<file path="config.mk">
export PLATFORM = sky130hd
export DESIGN_NAME = tri_setup_flat
export DESIGN_NICKNAME = d
export VERILOG_FILES = /design/src/rtl/tri_setup_if.sv /design/src/rtl/tri_setup.sv /design/src/flat_wrapper.sv
export SDC_FILE = /design/constraint.sdc
export NUM_CORES = 2
export LEC_CHECK = 0
export ABC_CLOCK_PERIOD_IN_PS = 7600
export CAP_MARGIN = 20
export CORE_ASPECT_RATIO = 1.4
export CORE_MARGIN = 10
export CORE_UTILIZATION = 40
export CTS_BUF_LIST = sky130_fd_sc_hd__clkbuf_16
export DETAILED_ROUTE_END_ITERATION = 8
export PLACE_DENSITY = 0.62
export SYNTH_ARGS = -nofsm -noshare
export SYNTH_HDL_FRONTEND = slang
export SYNTH_SLANG_ARGS = --single-unit
</file>
<file path="constraint.sdc">
create_clock -name clk -period 7.6 [get_ports clk]
set_clock_uncertainty 0.1 [all_clocks]
set_input_delay 1.52 -clock clk [delete_from_list [all_inputs] [get_ports clk]]
set_output_delay 1.52 -clock clk [all_outputs]
set_load 0.01 [all_outputs]
</file>
<file path="src/rtl/tri_setup_if.sv">
// Geometry request and result bundle between the frame controller (master)
// and the triangle setup stage (slave).
interface tri_setup_if #(
    parameter int COORD_W = 10
);
    logic                         start;
    logic [6*COORD_W-1:0]         geometry;
    logic                         busy;
    logic                         out_valid;
    logic [3*(COORD_W+1)-1:0]     edge_a;
    logic [3*(COORD_W+1)-1:0]     edge_b;
    logic [3*(2*COORD_W+2)-1:0]   edge_c;
    logic [2*COORD_W+2:0]         area2;
    logic                         flipped;
    logic                         degenerate;
    logic                         cull;
    logic [4*COORD_W-1:0]         bbox;

    // start is a one-cycle request; results are only meaningful while out_valid=1
    // and are held unchanged until the next accepted start.
    modport master (
        output start, geometry,
        input  busy, out_valid, edge_a, edge_b, edge_c, area2,
               flipped, degenerate, cull, bbox
    );

    modport slave (
        input  start, geometry,
        output busy, out_valid, edge_a, edge_b, edge_c, area2,
               flipped, degenerate, cull, bbox
    );
endinterface

</file>
<file path="src/rtl/tri_setup.sv">
// Triangle setup: edge coefficients, doubled area, winding and bbox, one edge per cycle.
// Optional macro TRI_SETUP_BACKFACE_CULL_EN also culls negatively wound triangles.
module tri_setup #(
    parameter int COORD_W = 10
) (
    input  logic        clk,
    input  logic        reset,
    tri_setup_if.slave  bus,
    output logic [2:0]  dbg_state_o
);
    localparam int AW = COORD_W + 1;
    localparam int CW = 2*COORD_W + 2;
    localparam int SW = 2*COORD_W + 3;

    typedef enum logic [2:0] {IDLE, EDGE0, EDGE1, EDGE2, AREA, NORM, DONE} state_t;
    state_t state_q, state_d;

    logic                     start_q;
    logic [2:0][COORD_W-1:0]  x_q, y_q;
    logic [2:0][AW-1:0]       a_q, b_q;
    logic [2:0][CW-1:0]       c_q;
    logic [SW-1:0]            sum_q;
    logic                     neg_q;

    logic [3*AW-1:0]          edge_a_q, edge_b_q;
    logic [3*CW-1:0]          edge_c_q;
    logic [SW-1:0]            area2_q;
    logic                     out_valid_q, flipped_q, degenerate_q, cull_q;
    logic [4*COORD_W-1:0]     bbox_q;

    logic                     idle_like, accept;
    logic [1:0]               ei, ej;
    logic [COORD_W-1:0]       xi, yi, xj, yj;
    logic [2*COORD_W-1:0]     prod_a, prod_b;
    logic [AW-1:0]            a_new, b_new;
    logic [CW-1:0]            c_new;
    logic [SW-1:0]            sum_new;
    logic [COORD_W-1:0]       xmin, xmax, ymin, ymax;

    // start and geometry are sampled together; the FSM leaves IDLE/DONE one cycle later
    assign idle_like = (state_q == IDLE) || (state_q == DONE);
    assign accept    = idle_like && bus.start && !start_q;

    always_ff @(posedge clk) begin
        if (reset) state_q <= IDLE;
        else       state_q <= state_d;
    end

    always_comb begin
        state_d = state_q;
        case (state_q)
            IDLE, DONE: if (start_q) state_d = EDGE0;
            EDGE0:      state_d = EDGE1;
            EDGE1:      state_d = EDGE2;
            EDGE2:      state_d = AREA;
            AREA:       state_d = NORM;
            NORM:       state_d = DONE;
            default:    state_d = IDLE;
        endcase
    end

    // One shared multiplier pair serves edge i = vertex i -> vertex (i+1) mod 3
    always_comb begin
        case (state_q)
            EDGE1:   ei = 2'd1;
            EDGE2:   ei = 2'd2;
            default: ei = 2'd0;
        endcase
        ej      = (ei == 2'd2) ? 2'd0 : ei + 2'd1;
        xi      = x_q[ei];
        yi      = y_q[ei];
        xj      = x_q[ej];
        yj      = y_q[ej];
        prod_a  = {{COORD_W{1'b0}}, xi} * {{COORD_W{1'b0}}, yj};
        prod_b  = {{COORD_W{1'b0}}, xj} * {{COORD_W{1'b0}}, yi};
        a_new   = {1'b0, yi} - {1'b0, yj};
        b_new   = {1'b0, xj} - {1'b0, xi};
        c_new   = {2'b00, prod_a} - {2'b00, prod_b};
        sum_new = {c_q[0][CW-1], c_q[0]} + {c_q[1][CW-1], c_q[1]} + {c_q[2][CW-1], c_q[2]};
        xmin = x_q[0];
        xmax = x_q[0];
        ymin = y_q[0];
        ymax = y_q[0];
        for (int v = 1; v < 3; v++) begin
            if (x_q[v] < xmin) xmin = x_q[v];
            if (x_q[v] > xmax) xmax = x_q[v];
            if (y_q[v] < ymin) ymin = y_q[v];
            if (y_q[v] > ymax) ymax = y_q[v];
        end
    end

    always_ff @(posedge clk) begin
        if (reset) begin
            start_q      <= 1'b0;
            x_q          <= '0;
            y_q          <= '0;
            a_q          <= '0;
            b_q          <= '0;
            c_q          <= '0;
            sum_q        <= '0;
            neg_q        <= 1'b0;
            edge_a_q     <= '0;
            edge_b_q     <= '0;
            edge_c_q     <= '0;
            area2_q      <= '0;
            out_valid_q  <= 1'b0;
            flipped_q    <= 1'b0;
            degenerate_q <= 1'b0;
            cull_q       <= 1'b0;
            bbox_q       <= '0;
        end else begin
            start_q <= accept;
            if (accept) begin
                for (int v = 0; v < 3; v++) begin
                    x_q[v] <= bus.geometry[(6-2*v)*COORD_W-1 -: COORD_W];
                    y_q[v] <= bus.geometry[(5-2*v)*COORD_W-1 -: COORD_W];
                end
                out_valid_q <= 1'b0;
            end
            case (state_q)
                EDGE0, EDGE1, EDGE2: begin
                    a_q[ei] <= a_new;
                    b_q[ei] <= b_new;
                    c_q[ei] <= c_new;
                end
                AREA: begin
                    sum_q <= sum_new;
                    neg_q <= sum_new[SW-1];
                end
                NORM: begin
                    // A zero area has a clear sign bit, so degenerate triangles stay un-negated
                    for (int i = 0; i < 3; i++) begin
                        edge_a_q[(3-i)*AW-1 -: AW] <= neg_q ? -a_q[i] : a_q[i];
                        edge_b_q[(3-i)*AW-1 -: AW] <= neg_q ? -b_q[i] : b_q[i];
                        edge_c_q[(3-i)*CW-1 -: CW] <= neg_q ? -c_q[i] : c_q[i];
                    end
                    area2_q      <= neg_q ? -sum_q : sum_q;
                    flipped_q    <= neg_q;
                    degenerate_q <= (sum_q == '0);
`ifdef TRI_SETUP_BACKFACE_CULL_EN
                    cull_q       <= (sum_q == '0) || neg_q;
`else
                    cull_q       <= (sum_q == '0);
`endif
                    bbox_q       <= {xmin, xmax, ymin, ymax};
                    out_valid_q  <= 1'b1;
                end
                default: ;
            endcase
        end
    end

    assign bus.busy       = (state_q == EDGE0) || (state_q == EDGE1) || (state_q == EDGE2) ||
                            (state_q == AREA)  || (state_q == NORM);
    assign bus.out_valid  = out_valid_q;
    assign bus.edge_a     = edge_a_q;
    assign bus.edge_b     = edge_b_q;
    assign bus.edge_c     = edge_c_q;
    assign bus.area2      = area2_q;
    assign bus.flipped    = flipped_q;
    assign bus.degenerate = degenerate_q;
    assign bus.cull       = cull_q;
    assign bus.bbox       = bbox_q;
    assign dbg_state_o    = state_q;
endmodule
</file>
<file path="src/flat_wrapper.sv">
// flat-port wrapper written by rule: the top's interface ports become plain ports
module tri_setup_flat 
#(
    parameter int COORD_W = 10
)
  (clk, reset, dbg_state_o, bus_start, bus_geometry, bus_busy, bus_out_valid, bus_edge_a, bus_edge_b, bus_edge_c, bus_area2, bus_flipped, bus_degenerate, bus_cull, bus_bbox);
  tri_setup_if #(.COORD_W(COORD_W)) bus_i ();
  input  logic clk;
  input  logic reset;
  output logic [2:0] dbg_state_o;
  input wire logic [$bits(bus_i.start)-1:0] bus_start;
  input wire logic [$bits(bus_i.geometry)-1:0] bus_geometry;
  output wire logic [$bits(bus_i.busy)-1:0] bus_busy;
  output wire logic [$bits(bus_i.out_valid)-1:0] bus_out_valid;
  output wire logic [$bits(bus_i.edge_a)-1:0] bus_edge_a;
  output wire logic [$bits(bus_i.edge_b)-1:0] bus_edge_b;
  output wire logic [$bits(bus_i.edge_c)-1:0] bus_edge_c;
  output wire logic [$bits(bus_i.area2)-1:0] bus_area2;
  output wire logic [$bits(bus_i.flipped)-1:0] bus_flipped;
  output wire logic [$bits(bus_i.degenerate)-1:0] bus_degenerate;
  output wire logic [$bits(bus_i.cull)-1:0] bus_cull;
  output wire logic [$bits(bus_i.bbox)-1:0] bus_bbox;
  assign bus_i.start = bus_start;
  assign bus_i.geometry = bus_geometry;
  assign bus_busy = bus_i.busy;
  assign bus_out_valid = bus_i.out_valid;
  assign bus_edge_a = bus_i.edge_a;
  assign bus_edge_b = bus_i.edge_b;
  assign bus_edge_c = bus_i.edge_c;
  assign bus_area2 = bus_i.area2;
  assign bus_flipped = bus_i.flipped;
  assign bus_degenerate = bus_i.degenerate;
  assign bus_cull = bus_i.cull;
  assign bus_bbox = bus_i.bbox;
  tri_setup #(.COORD_W(COORD_W)) u_core (.clk(clk), .reset(reset), .bus(bus_i), .dbg_state_o(dbg_state_o));
endmodule
</file>
Yosys cells after proc, flatten, opt, wreduce, memory -nomap -nowiden --
Index checks and enable logic that the tools add are counted.
Storage, ports and cells: register bits after elaboration 418, bits of input ports 63
Cells by class: $add $sub $neg 16, multiply operators 2, magnitude comparators 11, equal/unequal tests 8, muxes and demuxes 39, reduce and logical (&&, ||, !) cells 14
Operators with widths (number):
- 2-to-1 mux 10 bit | 12
- 2-to-1 mux 22 bit | 4
- binary-select mux 10 bit (select 2 bit) | 4
- 2-to-1 mux 11 bit | 7
- bitwise mux 33 bit | 2
- bitwise mux 66 bit | 1
- negator 11 bit | 6
- negator 22 bit | 3
- demux 22 bit (select 2 bit) | 1
- > comparator 10 bit | 4
- less-than comparator 10 bit | 4
- multiplier 10 x 10 -> 20 bit | 2
- adder 22 x 22 -> 23 bit | 1
- adder 23 bit | 1
- logical NOT 23 bit | 1
- 2-to-1 mux 23 bit | 1
- negator 23 bit | 1
- demux 11 bit (select 2 bit) | 1
- subtractor 10 x 10 -> 11 bit | 2
- subtractor 20 x 20 -> 21 bit | 1
- case mux 3 bit (6 select lines) | 1
- == test 3 bit, second input constant | 3
- == test 3 x 2 -> 1 bit, second input constant | 2
- less-than comparator 2 x 3 -> 1 bit, second input constant | 2
- other kinds (16) | 23

Logic depth before layout (Yosys ltp) --
word-level depth 9, gate-level depth with buffers 30

Worst setup path after synthesis --
OpenSTA, ideal clock, no wires.
path kind reg2reg, start reg u_core.state_q[1] (netlist: u_core.dbg_state_o[1]), end reg u_core.c_q[20] (netlist bit), setup time 0.062 ns, arrival time 7.533 ns, required time 7.438 ns, path slack -0.095 ns, stages on the path, launching flop included 28, clock period less this slack 7.695 ns, path through dfxtp_1 clkbuf_1 nand2b_1 clkbuf_1 clkbuf_1 clkbuf_1 nor2_1 a21oi_1 buf_1 nor2_1 fa_1 inv_1 fa_1 fa_1 inv_1 fa_1 fa_1 fa_1 inv_1 fa_1 inv_1 ha_1 a21oi_1 o21ai_0 a311oi_1 a211oi_1 or3_1 nand3_1
Between the ends: cells in the longest elaborated chain, start to end 9, elaborated cells between the ends (all ways) 25
Ends and longest elaborated chain:
- start, declared | RTL line tri_setup.sv:16 | state_t state_q, state_d;
- start signal, assigned | RTL line tri_setup.sv:46 | else state_q <= state_d;
- == test 3 x 2 -> 1 bit | RTL line tri_setup.sv:64, tri_setup.sv:120
- case mux 2 bit (2 select lines) | RTL line tri_setup.sv:64 | case (state_q)
- adder 2 x 1 -> 2 bit / == test 2 bit (equally long branches) | RTL line tri_setup.sv:69 | ej = (ei == 2'd2) ? 2'd0 : ei + 2'd1;
- 2-to-1 mux 2 bit | RTL line tri_setup.sv:69
- binary-select mux 10 bit (select 2 bit), on equally long branches | RTL line tri_setup.sv:73, tri_setup.sv:72
- 2-to-1 mux 10 bit, on equally long branches | RTL line tri_setup.sv:73, tri_setup.sv:72
- multiplier 10 x 10 -> 20 bit, on equally long branches | RTL line tri_setup.sv:74, tri_setup.sv:75
- subtractor 20 x 20 -> 21 bit | RTL line tri_setup.sv:78 | c_new = {2'b00, prod_a} - {2'b00, prod_b};
- bitwise mux 66 bit | RTL line tri_setup.sv:124 | c_q[ei] <= c_new;
- end signal, assigned by index | RTL line tri_setup.sv:124
- end, declared | RTL line tri_setup.sv:21 | logic [2:0][CW-1:0] c_q;
Parallel ways exist; a longest one is shown, timed or not. The select of a mux whose other input is x is not followed. A chain may end at the register's enable or synchronous reset.

Worst setup path in the final report --
start reg u_core.state_q[0] (netlist: u_core.dbg_state_o[0]), end reg u_core.c_q[13] (netlist bit)
The elaborated chain is that of the path after synthesis.

==> impl_metrics.py <==
metrics = {
    "placed_design": {
        "dp.final_hpwl_um": 79000,
        "portBuffers": 265,
        "finalWeightedCongestion": 0.992,
        "post-place-ws_ns": 0.283,
    },
    "floorplan": {
        "die_h_um": 344,
        "io_pins": 266,
        "chipWidth_um": 251,
        "core_area_um2": 74100,
        "core.rowCount": 118,
        "die-area_um2": 86300,
        "floorplan.initialDensity_pct": 40.4,
    },
    "min_path": {
        "worstHoldPathCells": 2,
        "hold_class": "flop to flop",
        "hp-start": "u_core.bus.edge_c[57]",
        "whs_endpoint": "u_core.bus.edge_c[57]",
    },
    "synth": {
        "synth-main-ff-cell": "dfxtp_1",
        "syn_avg_cell_area_um2": 8.14,
        "synth_top_cell_area_share_pct": 27.7,
        "synth_edf_count": 0,
        "synth_warnings": 0,
        "synth_seq_cells": 414,
        "synth_area_leaders": "dfxtp_1 (28%), fa_1 (12%), ha_1 (8.7%), nand2_1 (7.0%), a21oi_1 (4.8%)",
        "async_flop_share_pct": 0,
        "synth.distinct_cells": 73,
        "synth_fp_nets": 4135,
        "netlist_instances": 3677,
        "synth_area_um2": 29900,
        "seq_area_frac_synth_pct": 27.7,
        "yosysTopAreaCell": "dfxtp_1",
    },
    "critical_path": {
        "critical_path.cell_chain": "buf_4, mux2i_1, o21ai_1, inv_1, nor2_1, fa_1, fa_1, inv_1, fa_1, inv_1, fa_1, fa_1, fa_1, inv_1, fa_1, inv_1, ha_1, a211oi_1, o211ai_1, a41oi_1, a21oi_1, xnor2_1, a211oi_1",
        "cpPeakStageDelay_ns": 0.64,
        "cp_max_fo": 32,
        "cpMaxStageDelayCell": "dfxtp_4",
        "r2r_end": "u_core.c_q[13]",
        "startpoint_type": "flop",
        "regToRegSetupSlack_ns": 0.36,
        "crit_arrival_ns": 7.59,
        "reg2reg_depth": 23,
        "rr_startpoint": "u_core.dbg_state_o[0]",
        "endpoint_kind": "flop",
        "worst-endpoint-required_ns": 7.94,
        "path_class": "flop to flop",
        "cpMostUsedCell": "fa_1",
    },
    "final_layout": {
        "fin_nets": 4335,
        "multi_input_area_um2": 19700,
        "fillers": 7441,
        "final_common_cell": "nand2_1",
        "num_antenna_cells": 0,
        "regArea_um2": 8300,
        "fin_util_pct": 47.6,
        "final_cell_mix": "nand2_1 (556), dfxtp_1 (412), nor2_1 (328)",
        "drive_gt1_share_pct": 5.32,
        "syn2layout_area_growth_pct": 17.9,
    },
    "pwr": {
        "ir_drop_uv": 370,
        "power.density_nw_per_um2": 285,
        "p_leak_nw": 13.8,
    },
    "timing": {
        "hold_violations": 0,
        "fin_crit_sh_pct": 95.3,
        "timing.final.ws_setup_ns": 0.357,
        "fmax_mhz": 138,
        "tightest_slew_ns": 1.08,
        "setup_violations": 0,
        "rsz0062_at_grt": "no",
        "slew_violations": 0,
        "maxSlewHeadroom_pct": 28.0,
        "period_needed_ns": 7.24,
        "setup_tns_ns": 0,
    },
    "flow_run": {
        "maxCapViolations": 0,
    },
    "clocking": {
        "clk-insertion-delay-late_ns": 0.61,
        "cts_num_sinks": 414,
        "cts_root_buffer": "clkbuf_16",
        "cts_tree": "done",
        "htree_levels": 2,
        "post_cts_buffers": 0,
        "hold_buffers": 0,
        "cts_inserted_buffers": 45,
        "clkTransAtPathRegs_ns": 0.06,
        "clockBufferDepth": 3,
    },
    "route": {
        "post_drt_wl_per_cell_um": 20.8,
        "routed_wl_um": 101000,
        "drt-initial-drc-count": 1754,
        "ant_nets": 0,
        "vias": 26857,
        "drc": 0,
        "first_pass_iters": 8,
        "viasPerCell": 5.51,
    },
    "grt": {
        "grt_pass1_wl_um": 155000,
        "grt_max_degree": 181,
        "antenna_found_initial": 1,
        "grt.total_usage_pct": 22.8,
        "gr-total-overflow": 0,
        "grt_pass1_vias": 26248,
    },
    "status": {
        "status": "finished clean",
    },
}
## per-stage QoR
stage                     cell area, um2  power [mW]  hold WS [ns]  instances
after global routing               35300        10.7         0.364       4870
after floorplan                    29900        6.12         0.345       3677
after detailed placement           33800        7.81         0.345       4789
final                              35300        10.1         0.349       4870
after global placement             33800        7.77         0.339       4789
after CTS                          35300        10.0         0.353       4869
## Yosys cell counts (29+ instances only)
library cell  number
or3_1             29
xnor2_1           49
o21a_1            33
fa_1             186
inv_1            294
dfxtp_1          414
ha_1             209
a21oi_1          288
mux2i_1          100
xor2_1            96
o21ai_0          117
clkbuf_1         192
and3_1            49
nand3_1           81
a211oi_1         163
nor3_1            39
nor2b_1           29
o31ai_1           38
nor2_1           330
a21o_1            31
nand2_1          558
## sequential cells by signal, summed over array words and instances, names as in the netlist
register / count
u_core.dbg_state_o: 3
u_core.bus.bbox: 40
u_core.y_q: 30
u_core.c_q: 63
u_core.bus.edge_b: 33
u_core.neg_q: 1
u_core.bus.degenerate: 1
u_core.bus.area2: 23
u_core.bus.out_valid: 1
u_core.a_q: 33
u_core.bus.edge_a: 33
u_core.bus.flipped: 1
u_core.b_q: 33
u_core.bus.edge_c: 66
u_core.start_q: 1
u_core.sum_q: 22
u_core.x_q: 30
## layer usage
layer  global-route usage, %  part of all wire, %  vias to the layer above
li1                        -                    -                    13045
met1                    25.5                   39                    12760
met2                    40.9                   50                      808
met3                    3.23                  4.8                      244
met4                    12.8                  6.0                        0
met5                       0                    0                        -
## layout make-up
type / count / area share, %
inverters: 298 / 3.17
clock inverters: 33 / 0.741
repair buffers: 370 / 9.90
flip-flops and latches: 414 / 23.5
multi-input cells: 2748 / 55.9
clock buffers: 47 / 3.33
well taps: 960 / 3.40
## power by group
group	switching [mW]	total [mW]	leakage (nW)	internal (mW)
Combinational	3.30	5.27	9.68	1.97
Clock	0.943	2.19	0.740	1.25
Sequential	0.289	2.60	3.35	2.31
## worst max path at each step
| stage | endpoint | slack [ns] | cells past startpoint | start |
|---|---|---|---|---|
| after floorplan | u_core.c_q[20] | 0.08 | 27 | u_core.dbg_state_o[1] |
| after global placement | u_core.c_q[17] | 0.41 | 23 | u_core.dbg_state_o[0] |
| after detailed placement | u_core.c_q[39] | 0.28 | 22 | u_core.dbg_state_o[0] |
| after CTS | u_core.c_q[39] | 0.24 | 22 | u_core.dbg_state_o[0] |
| after global routing | u_core.c_q[35] | 0.009 | 23 | u_core.dbg_state_o[0] |
| final | u_core.c_q[13] | 0.36 | 23 | u_core.dbg_state_o[0] |
## kinds of logic (layout without fill, tap and decap cells)
logic type               after synthesis  count (layout)  share of synthesized area, %
AO/OA/AOI/OAI                        845             845                          18.1
XOR/XNOR                             145             145                          4.25
adder cells (fa/ha/maj)              395             395                          21.2
buffers and inverters                515             748                          6.50
flip-flops                           414             414                          27.7
multiplexers                         102             102                          3.42
AND/OR/NAND/NOR                     1261            1261                          18.8
## worst max-delay path, delay by kind of cell (launching register included)
family	cells	cell delay (ns)
AO/OA/AOI/OAI	6	1.16
multiplexers	1	0.21
adder cells (fa/ha/maj)	8	3.97
buffers and inverters	6	0.64
AND/OR/NAND/NOR	1	0.08
flip-flops	1	0.64
XOR/XNOR	1	0.25
## repair_timing
item                                    4_1_cts  5_1_grt
endpoints found under the hold margin         0        0
resized for setup                             0        2
endpoints found under the setup margin        0        6
Note: power is estimated with default switching activity, not from simulation.
